**src/rtl/duty_ramp_gen.sv**
```systemverilog
// duty_ramp_gen: prescaled triangular duty ramp with dwell at each extreme, for a downstream PWM stage.
module duty_ramp_gen #(
  parameter int unsigned STEP_DIV   = 8192,
  parameter int unsigned HOLD_STEPS = 16,
  parameter logic [7:0]  MIN_DUTY   = 8'd0,
  parameter logic [7:0]  MAX_DUTY   = 8'd255
) (
  input  logic       CLK,
  input  logic       RST_N,
  input  logic       en,
  input  logic       restart,
  output logic [7:0] p,
  output logic       dir,
  output logic       step,
  output logic       peak
);
  localparam int unsigned PW = $clog2(STEP_DIV + 1);
  localparam logic [PW-1:0] CNT_LAST = PW'(STEP_DIV - 1);
  localparam logic [7:0] HOLD_LAST = 8'(HOLD_STEPS - 1);
  localparam logic NO_HOLD = (HOLD_STEPS == 0);
  typedef enum logic [1:0] {RISE, HOLD_HI, FALL, HOLD_LO} state_t;
  state_t state_q, state_d;
  logic [PW-1:0] cnt_q, cnt_d;
  logic [7:0] p_q, p_d, hold_q, hold_d;
  logic step_q, step_d, peak_q, peak_d, tick;
  assign tick = en && (cnt_q == CNT_LAST);
  always_ff @(posedge CLK or negedge RST_N) begin
    if (!RST_N) begin
      state_q <= RISE;
      cnt_q   <= '0;
      p_q     <= MIN_DUTY;
      hold_q  <= '0;
      step_q  <= 1'b0;
      peak_q  <= 1'b0;
    end else begin
      state_q <= state_d;
      cnt_q   <= cnt_d;
      p_q     <= p_d;
      hold_q  <= hold_d;
      step_q  <= step_d;
      peak_q  <= peak_d;
    end
  end
  always_comb begin
    state_d = state_q;
    p_d     = p_q;
    hold_d  = hold_q;
    cnt_d   = en ? (tick ? '0 : cnt_q + PW'(1)) : cnt_q;
    step_d  = tick;
    peak_d  = 1'b0;
    if (tick) begin
      case (state_q)
        RISE: begin
          if (p_q < MAX_DUTY) p_d = p_q + 8'd1;
          else begin
            state_d = NO_HOLD ? FALL : HOLD_HI;
            hold_d  = '0;
            peak_d  = 1'b1;
          end
        end
        HOLD_HI: begin
          if (hold_q == HOLD_LAST) state_d = FALL;
          else hold_d = hold_q + 8'd1;
        end
        FALL: begin
          if (p_q > MIN_DUTY) p_d = p_q - 8'd1;
          else begin
            state_d = NO_HOLD ? RISE : HOLD_LO;
            hold_d  = '0;
            peak_d  = 1'b1;
          end
        end
        HOLD_LO: begin
          if (hold_q == HOLD_LAST) state_d = RISE;
          else hold_d = hold_q + 8'd1;
        end
      endcase
    end
    // restart wins over a coincident tick
    if (restart) begin
      state_d = RISE;
      cnt_d   = '0;
      p_d     = MIN_DUTY;
      hold_d  = '0;
      step_d  = 1'b0;
      peak_d  = 1'b0;
    end
  end
  always_comb begin
    p    = p_q;
    dir  = (state_q == RISE) || (state_q == HOLD_HI);
    step = step_q;
    peak = peak_q;
  end
endmodule

```
**config.mk**
```make
export PLATFORM = sky130hd
export DESIGN_NAME = duty_ramp_gen
export DESIGN_NICKNAME = d
export VERILOG_FILES = /design/src/rtl/duty_ramp_gen.sv
export SDC_FILE = /design/constraint.sdc
export NUM_CORES = 1
export LEC_CHECK = 0
export ABC_CLOCK_PERIOD_IN_PS = 3400
export BUFFER_PORTS_ARGS = -buffer_cell sky130_fd_sc_hd__buf_2
export CAP_MARGIN = 20
export CORE_MARGIN = 10
export CORE_UTILIZATION = 56
export DETAILED_ROUTE_END_ITERATION = 10
export PLACE_DENSITY_LB_ADDON = 0.3
export SLEW_MARGIN = 40
export SYNTH_ARGS = -nofsm -noshare
export SYNTH_HDL_FRONTEND = slang
export SYNTH_SLANG_ARGS = --single-unit
export TNS_END_PERCENT = 1
```
**constraint.sdc**
```tcl
create_clock -name CLK -period 3.4 [get_ports CLK]
set_input_delay 0.17 -clock CLK [delete_from_list [all_inputs] [get_ports CLK]]
set_output_delay 0.17 -clock CLK [all_outputs]
set_load 0.01 [all_outputs]
```
* Yosys cells after proc, flatten, opt, wreduce, memory -nomap -nowiden
Index checks and enable logic that the tools add are counted.
Word-level totals: register bits after elaboration 34, latch bits 0, memory bits (writable) 0, bits in read-only memories 0, bits of input ports 4, output and inout port bits 11, memories kept 0
Cells by class: add/subtract/negate cells 4, multiply operators 0, div/mod/pow operators 0, magnitude comparators 2, equal/unequal tests 12, shifts and indexed selects 0, mux-type cells 27, bitwise operators 0, reductions and logical operators 10
Operators by type and width (number):
- $mux W8 | 9
- $mux W14 | 3
- $pmux W8 S3 | 1
- $ne A3 B3 Y1 const B | 7
- $add A8 B1 Y8 const B | 2
- $pmux W8 S2 | 1
- $add A14 B1 Y14 const B | 1
- $eq A14 B13 Y1 const B | 1
- $mux W2 | 6
- $eq A8 B4 Y1 const B | 1
- $gt A8 B1 Y1 const B | 1
- $lt A8 B8 Y1 const B | 1
- $pmux W2 S4 | 1
- $reduce_and A4 Y1 | 2
- $sub A8 B1 Y8 const B | 1
- $mux W1 | 5
- $reduce_and A5 Y1 | 1
- $eq A2 B2 Y1 const B | 2
- $reduce_bool A2 Y1 | 2
- $reduce_bool A3 Y1 | 1
- $eq A2 B1 Y1 const B | 1
- $logic_not A2 Y1 | 1
- $pmux W1 S2 | 1
- $reduce_or A2 Y1 | 1
- other kinds (2) | 2

* Logic depth before layout (Yosys ltp)
Gate-level depths: netlist of run 1.
depth after elaboration 5, depth in mapped cells 11, mapped depth without buffers 10

* Worst setup path before layout of run 1
OpenSTA, ideal clock, no wires.
path kind register to register, start reg state_q[0], end reg p_q[4], in the netlist p[4], setup time 66 ps, arrival time 2370 ps, setup slack 964 ps, stages on the path, launching flop included 12, cell sequence dfrtp_1 > inv_1 > ha_1 > clkbuf_1 > xor2_1 > ha_1 > a21boi_0 > o221ai_1 > nor2b_1 > xnor2_1 > or4_1 > nand2_1
On the way: longest elaborated chain between the ends 4, elaborated cells on any way between the ends 9, those cells by class 3 x eq/ne; 3 x mux; 3 x reduce/logical
Ends and longest elaborated chain:
- from (decl) | RTL line 22 | state_t state_q, state_d;
- from (signal assigned) | RTL line 36 | state_q <= state_d;
- $eq A2 B2 Y1 or $logic_not A2 Y1 (tied branches) | RTL line 52 | case (state_q)
- $pmux W8 S2 | RTL line 52
- $mux W8 | RTL line 51 | if (tick) begin
- $mux W8 | RTL line 80 | if (restart) begin
- to (signal assigned) | RTL line 38 | p_q <= p_d;
- to (decl) | RTL line 24 | logic [7:0] p_q, p_d, hold_q, hold_d;
Several ways; a longest one is shown, not always the timed one. The select of a mux whose other input is x is not followed. A chain may end at the register's enable or synchronous reset.

* Worst setup path in the final report of run 1
start reg state_q[0], end reg p_q[7], in the netlist p[7]
Same word-level chain as after synthesis.

==> results of run 1 <==
[stage by stage]
stage | setup slack, ps | total power [mW]
2_1_floorplan | 964 | 0.632
3_3_place_gp | 697 | 0.682
3_5_place_dp | 598 | 0.688
4_1_cts | 584 | 0.969
5_1_grt | 246 | 1.02
6_report | 572 | 0.967
[worst paths after layout]
kind | cells past startpoint | slack [ps] | end
min in group asynchronous | 2 | 280 | p[5]
min reg2reg | 1 | 500 | hold_q[7]
max | 9 | 570 | p[7]
max reg2reg | 9 | 570 | p[7]
min | 3 | 240 | cnt_q[1]
max in group asynchronous | 3 | 2700 | cnt_q[12]
[power groups by stage]
stage	combinational, mW	clock, mW	sequential [mW]
floorplan	0.192	0	0.440
global placement	0.240	0	0.442
detailed placement	0.245	0	0.443
CTS	0.248	0.286	0.435
global route	0.282	0.304	0.437
finish	0.251	0.281	0.436
[cell usage in the layout, fill, tap and decap left out, types with 2 or more instances in the layout]
master    count
clkbuf_8      5
xor2_1        9
nand2b_1      7
nor2_1       35
nand3_1       9
o41ai_1       2
inv_1         5
o21ai_0      22
nor4_1        2
or3_2         2
or3_1         6
buf_2        14
and3_1        4
nor2b_1       4
or4_1         6
nand3b_1      3
nand2_1      14
nor3_1        5
a221o_1       2
nand4_1       5
a31oi_1       4
xnor2_1       5
dfrtp_1      34
nor3b_1       2
mux2i_1       6
ha_1         11
clkbuf_1      2
a21oi_1      10
or2_2         6
[registers in the layout (all words and copies together) (netlist names)]
name / count
cnt_q: 14
hold_q: 8
p: 8
peak: 1
state_q: 2
step: 1
[layout make-up]
| type | instances | area [µm²] |
|---|---|---|
| inverters | 5 | 18.8 |
| flip-flops and latches | 34 | 851 |
| repair buffers | 16 | 108 |
| fillers | 323 | 1360 |
| multi-input cells | 196 | 1240 |
| well taps | 48 | 60.1 |
| clock buffers | 7 | 76.3 |
[Yosys cell counts (2+ instances only)]
cell      count
nor4_1        2
xor2_1        9
clkbuf_1      4
nand2_1      14
nor3b_1       2
dfrtp_1      34
nand3_1       9
o41ai_1       2
or3_1         6
or2_2         6
and3_1        4
a31oi_1       4
xnor2_1       5
nor2b_1       4
buf_6         4
o21ai_0      22
nand4_1       5
nand3b_1      3
nor2_1       35
a221o_1       2
inv_1         5
ha_1         11
mux2i_1       6
a21oi_1      10
nand2b_1      7
nor3_1        5
or4_1         6
or3_2         2
[routing by layer]
| metal | part of all wire [%] | GRT usage [%] | vias up |
|---|---|---|---|
| met2 | 47 | 23.7 | 41 |
| li1 | - | - | 906 |
| met4 | 0.66 | 4.08 | 0 |
| met3 | 5.6 | 3.24 | 3 |
| met1 | 46 | 17.5 | 870 |
| met5 | 0 | 0 | - |
[cell families (layout without fill, tap and decap cells)]
family,after synthesis,count (layout),synth area share (%)
and+or+nand+nor,113,113,27.4
AOI/OAI and AO/OA,51,51,14.2
DFF,34,34,39.0
buffers and inverters,15,28,4.19
xor gates and xnor gates,14,14,5.62
adders and majority gates,11,11,6.31
muxes,7,7,3.27
[timing repair]
| action | in CTS | in global routing |
|---|---|---|
| gates resized for setup | 0 | 0 |
| hold buffers | 1 | 0 |
| hold endpoints to repair | 34 | 0 |
[tightest hold or removal path: stages]
cell,delay [ps]
buf_2,160
nand3_1,100
a21oi_1,60
==> implementation parameters, run 1 <==
Parameter                              Value

STA
  Final number of max-transition violations ... 0
  Final worst hold slack ... 244 ps
  Hold Vio Cnt, Final ... 0
  Clock tree skew after final layout ... 11.7 ps
  Slew at the pin closest to its max-slew limit ... 521 ps
  Max Clock Freq ... approximately 350 MHz
  RSZ-0062 raised after global routing ... no
  Count of endpoints failing setup in the final report ... 0
  Setup TNS after final layout ... 0 ps
  Share of the clock period used by the worst path after layout ... between 80 and 90%
  Final period demand of the worst path ... roughly 2800 ps
  Max transition margin ... 65.1%

GRT
  Global-route wire length before repair ... 7.65 mm
  Grt total ovfl ... 0
  Initial antenna violation count ... 0
  Total GRT Usage ... 14.1%
  Via count of the first global-routing pass ... 1,729
  Maximum number of pins on one net before global-route repair ... 35

Synth
  Post-Synthesis Cells ... 245
  Main area contributors after synthesis ... dfrtp_1, ha_1, nor2_1
  Yosys top cell area share ... between 30% and 40%
  Cell type contributing the most total cell area after synthesis ... dfrtp_1
  Post-synthesis average cell area ... about 8.9 µm²
  Warnings from Yosys ... 0
  Async SR Flop Fraction ... 100%
  Flip-flop and latch count after synthesis ... 34
  Number of synthesized flops with an enable pin ... 0
  Primary FF master, synth ... dfrtp_1
  Number of library cell types mapped by synthesis ... 45
  Sequential fraction of the synthesis area ... 39.0%
  Synthesized area ... 2180 µm²
  Syn Nets ... 260

Critical path
  Largest driver fanout on the critical path ... 13
  Ordered cell list for the critical path ... inv_1 > ha_1 > ha_1 > nand4_1 > a221o_1 > o21ai_0 > o41ai_1 > mux2i_1 > mux2_1
  Critical path arrival ... 3000 ps
  CP startpoint ... state_q[0]
  Buf+Inv Stages, Crit Path ... 1
  Critical path data required time ... ~3600 ps
  Startpoint kind of the worst setup timing path ... flop
  Reg2Reg Launch Point ... state_q[0]
  Cell at the slowest stage of the critical path ... ha_1
  Start-to-end type of the worst setup path ... reg -> reg
  Cell repeated most along the worst path ... ha_1
  Family with the most delay on the worst path ... adder cells
  Slowest stage delay, CP ... 430 ps
  Critical path endpoint category ... flop

Placement
  HPWL reported at the end of detailed placement ... 3.10 mm
  Weighted congestion at the end of routability-driven global placement ... 0.857
  Input/output buffers ... 14
  Placed insts ... 297
  Placed cell areas ... 2240 µm²

Hold path
  Class of the worst hold path ... in -> reg
  Startpoint of the tightest hold check path ... en

CTS
  CTS tree ... built
  Post-CTS setup repair buffer count ... 0
  CTS Buffer Depth ... 2
  Clock transition at the registers of the reported paths ... about 70 ps
  Depth of the CTS H-tree ... 2
  CTS sink cnt ... 34
  Clock latency on the worst-skew pair ... 290 ps
  Cell at the root of the clock tree ... clkbuf_8
  Number of buffers added by the clock tree synthesis step ... 5

Detailed routing
  Number of design-rule violations left by the first detailed-router iteration ... between 150 and 200
  Total Wirelength ... 4.41 mm
  Number of optimization iterations in the first detailed-route pass ... 4
  Post-DR vias/cell ... 5.95
  DRC Markers ... 0
  Number of nets with antenna violations after routing ... 0
  Vias after detailed routing ... between 1,500 and 2,000
  Routed WL per cell ... 14.4 µm

Power and ir drop
  Switching power as a share of total power ... 32.2%
  Total leakage power ... approximately 1.1 nW
  IR Drop Worst-Case VDD ... 0.000235 V
  Switching pwr ... 0.312 mW
  Power density normalized to cell area ... 411 nW/µm²
  Relative contribution of sequential cells to total power ... 45.0%
  Combinational group share of total power ... 26.0%
  Internal power summed over all cells ... ~0.66 mW
  Clock network power share ... 29.0%

Cells and area
  Finished Core Util ... 63.3%
  Design Area, Final ... 2350 µm²
  Syn-to-layout area delta ... 7.86%
  Number of standard cells in the layout, taps in and fillers out ... 306
  Share of cells above drive strength 1 ... between 10% and 20%
  Antenna Cells ... 0
  Nets ... 273

Floorplanning
  DIE AREA ... slightly below 7000 µm²
  Number of primary I/O pins ... 15
  Initial Util ... 58.7%
  Std-Cell Rows ... 22
  Die extent in y ... 82.4 µm
  Die X ... 82.4 µm
  Core Footprint ... 3720 µm²

Run
  Reported max-cap violation count ... 0

Outcome
  Outcome ... completed
Note: power is estimated with default switching activity, not from simulation.
==> run 2: changes to the inputs <==
- ABC_CLOCK_PERIOD_IN_PS: 3400 -> 2300
- CORE_UTILIZATION: 56 -> 54
- clock period: 3.4 -> 2.3 ns (I/O delays scaled with it)
==> implementation parameters, run 2 (synthesis gave the netlist of run 1 again) <==
Parameter                              Value

Outcome
  Outcome ... finished, violations left
  Violated checks ... negative setup slack

CTS
  Depth of the CTS H-tree ... 2 (unchanged)
  Clock transition at the registers of the reported paths ... 70 ps (about the same)
  Cell at the root of the clock tree ... clkbuf_8
  CTS tree ... built
  Number of buffers added by the clock tree synthesis step ... 5 (unchanged)
  Clock latency on the worst-skew pair ... 290 ps (about the same)
  CTS sink cnt ... 34 (unchanged)
  CTS Buffer Depth ... 2 (unchanged)

Cells and area
  Largest reg by FF count ... cnt_q
  Syn-to-layout area delta ... 22.2%
  Most frequent cells in the layout ... nor2_1, dfrtp_1, buf_4
  Share of cells above drive strength 1 ... 26.6% (+15 points)
  Largest register FFs ... 14 (unchanged)
  Nets ... 300 (+9.9%)
  Antenna Cells ... 0 (unchanged)
  Design Area, Final ... 2670 µm² (+13%)
  Fill count ... 302 (-6.5%)
  Finished Core Util ... 67.7% (+4.3 points)

GRT
  Grt total ovfl ... 0 (unchanged)
  Global-route wire length before repair ... 8.55 mm (+12%)
  Maximum number of pins on one net before global-route repair ... 35 (unchanged)
  Via count of the first global-routing pass ... 1,860 (+7.6%)
  Total GRT Usage ... 14.4% (+0.39 points)
  Initial antenna violation count ... 0 (unchanged)

Floorplanning
  Std-Cell Rows ... 23 (+4.5%)
  Die X ... 83.6 µm (+1.4%)
  DIE AREA ... 6980 µm² (+2.8%)
  Number of primary I/O pins ... 15 (unchanged)
  Initial Util ... 55.3% (-3.4 points)
  Die extent in y ... 83.6 µm (+1.4%)
  Core Footprint ... 3940 µm² (+6.1%)

Critical path
  Reg2Reg Launch Point ... state_q[0]
  Critical path endpoint category ... flop
  Endpoint of the worst-slack reg-to-reg timing path ... p[7]
  Start-to-end type of the worst setup path ... reg -> reg
  Register-to-Register Setup Slack ... -20 ps (-590 ps)
  Startpoint kind of the worst setup timing path ... flop
  R2r worst-path depth ... 9 (unchanged)
  Critical path arrival ... 2490 ps (-510 ps)
  Critical path data required time ... 2470 ps (-1110 ps)
  Largest driver fanout on the critical path ... 4 (-9)

STA
  Hold Vio Cnt, Final ... 0 (unchanged)
  Clock tree skew after final layout ... 6.63 ps (-5.11 ps)
  RSZ-0062 raised after global routing ... yes
  Setup TNS after final layout ... -16.2 ps (-16.2 ps)
  Final worst-path setup slack ... -16.2 ps (-589 ps)
  Count of endpoints failing setup in the final report ... 1 (+1)
  Final period demand of the worst path ... 2320 ps (-511 ps)
  Max transition margin ... 64.2% (-0.90 points)
  Share of the clock period used by the worst path after layout ... 101% (+18 points)
  Max Clock Freq ... 432 MHz (+22%)
  Final number of max-transition violations ... 0 (unchanged)
  Slew at the pin closest to its max-slew limit ... 537 ps (+15.9 ps)

Placement
  Input/output buffers ... 14 (unchanged)
  Weighted congestion at the end of routability-driven global placement ... 0.902 (+5.3%)
  Placed cell areas ... 2430 µm² (+8.5%)
  HPWL reported at the end of detailed placement ... 3.51 mm (+13%)

Detailed routing
  Total Wirelength ... 5.15 mm (+17%)
  Number of nets with antenna violations after routing ... 0 (unchanged)
  Post-DR vias/cell ... 5.74 (-3.5%)
  Number of design-rule violations left by the first detailed-router iteration ... 132 (-32%)
  Vias after detailed routing ... 1,929 (+6.0%)
  Routed WL per cell ... 15.3 µm (+6.3%)
  Number of optimization iterations in the first detailed-route pass ... 4 (unchanged)
  DRC Markers ... 0 (unchanged)

Hold path
  End point of the worst hold path ... cnt_q[1]
  Depth of the worst hold-timing path ... 3 (unchanged)
  Class of the worst hold path ... in -> reg
  Startpoint of the tightest hold check path ... en

Power and ir drop
  Power density normalized to cell area ... 631 nW/µm² (+54%)
  Total leakage power ... 1.24 nW (+16%)
  IR Drop Worst-Case VDD ... 0.000372 V (+58%)
  Total Power Consumption ... 1.68 mW (+74%)

Run
  Reported max-cap violation count ... 0 (unchanged)
run 2: cell count changes in the layout (fill, tap and decap cells not counted), moves of 2 or more:
| cell | previous run | this run |
|---|---|---|
| ha_4 | 0 | 2 |
| ha_1 | 11 | 7 |
| clkbuf_1 | 2 | 0 |
| buf_4 | 0 | 29 |
| ha_2 | 0 | 2 |
| clkinv_2 | 0 | 2 |
run 2: what timing repair did:
action                                  in CTS  in global routing
pin swaps                                    3                  5
hold buffers                                 1                  0
endpoints found under the setup margin       3                  3
gates resized for setup                      5                 10
endpoints found under the hold margin       34                  0
buffers inserted                             1                  3
gates cloned                                 0                  0
run 2: layer usage:
metal	track usage [%]	part of all wire [%]	vias up
met1	18.6	47	926
li1	-	-	957
met2	22.8	48	42
met4	4.87	0.82	0
met3	3.61	4.3	4
met5	0	0	-
run 2: area by class of cell:
cell class              instances  area [µm²]  area share [%]
repair buffers                 43         293            11.0
clock inverters                 3        40.0            1.50
multi-input cells             196        1330            50.0
well taps                      50        62.6            2.35
inverters                       5        18.8           0.704
clock buffers                   5        68.8            2.58
flip-flops and latches         34         851            31.9
run 2: power breakdown:
part / total (mW) / switching (mW) / internal [mW]
sequential: 0.641 / 0.0198 / 0.621
combinational: 0.500 / 0.281 / 0.220
clock: 0.542 / 0.224 / 0.319
total: 1.68 / 0.524 / 1.16
run 2: stage by stage:
stage,std cells,hold slack [ps],setup slack (ps)
floorplan,245,-181,6.19
detailed placement,323,237,-39.0
CTS,333,185,3.61
global placement,323,237,5.94
finish,336,199,-16.2
global route,336,199,-128
run 2: worst max path at each step:
| stage | end | startpoint | slack (ps) | cells after the start |
|---|---|---|---|---|
| final | p[7] | state_q[0] | -20 | 9 |
| after global routing | p[7] | state_q[0] | -130 | 9 |
| after CTS | p[7] | state_q[0] | 4 | 9 |
| after detailed placement | p[7] | state_q[0] | -40 | 9 |
| after global placement | p[6] | state_q[0] | 6 | 10 |
| after floorplan | p[4] | state_q[0] | 6 | 11 |
run 2: worst max-delay path: stages, from the launching register on:
cell     delay [ps]
dfrtp_1         390
inv_2           100
ha_4            180
ha_4            210
nand4_1          70
a221o_1         180
o21ai_2          80
o41ai_2         410
mux2i_1         250
mux2_1          330
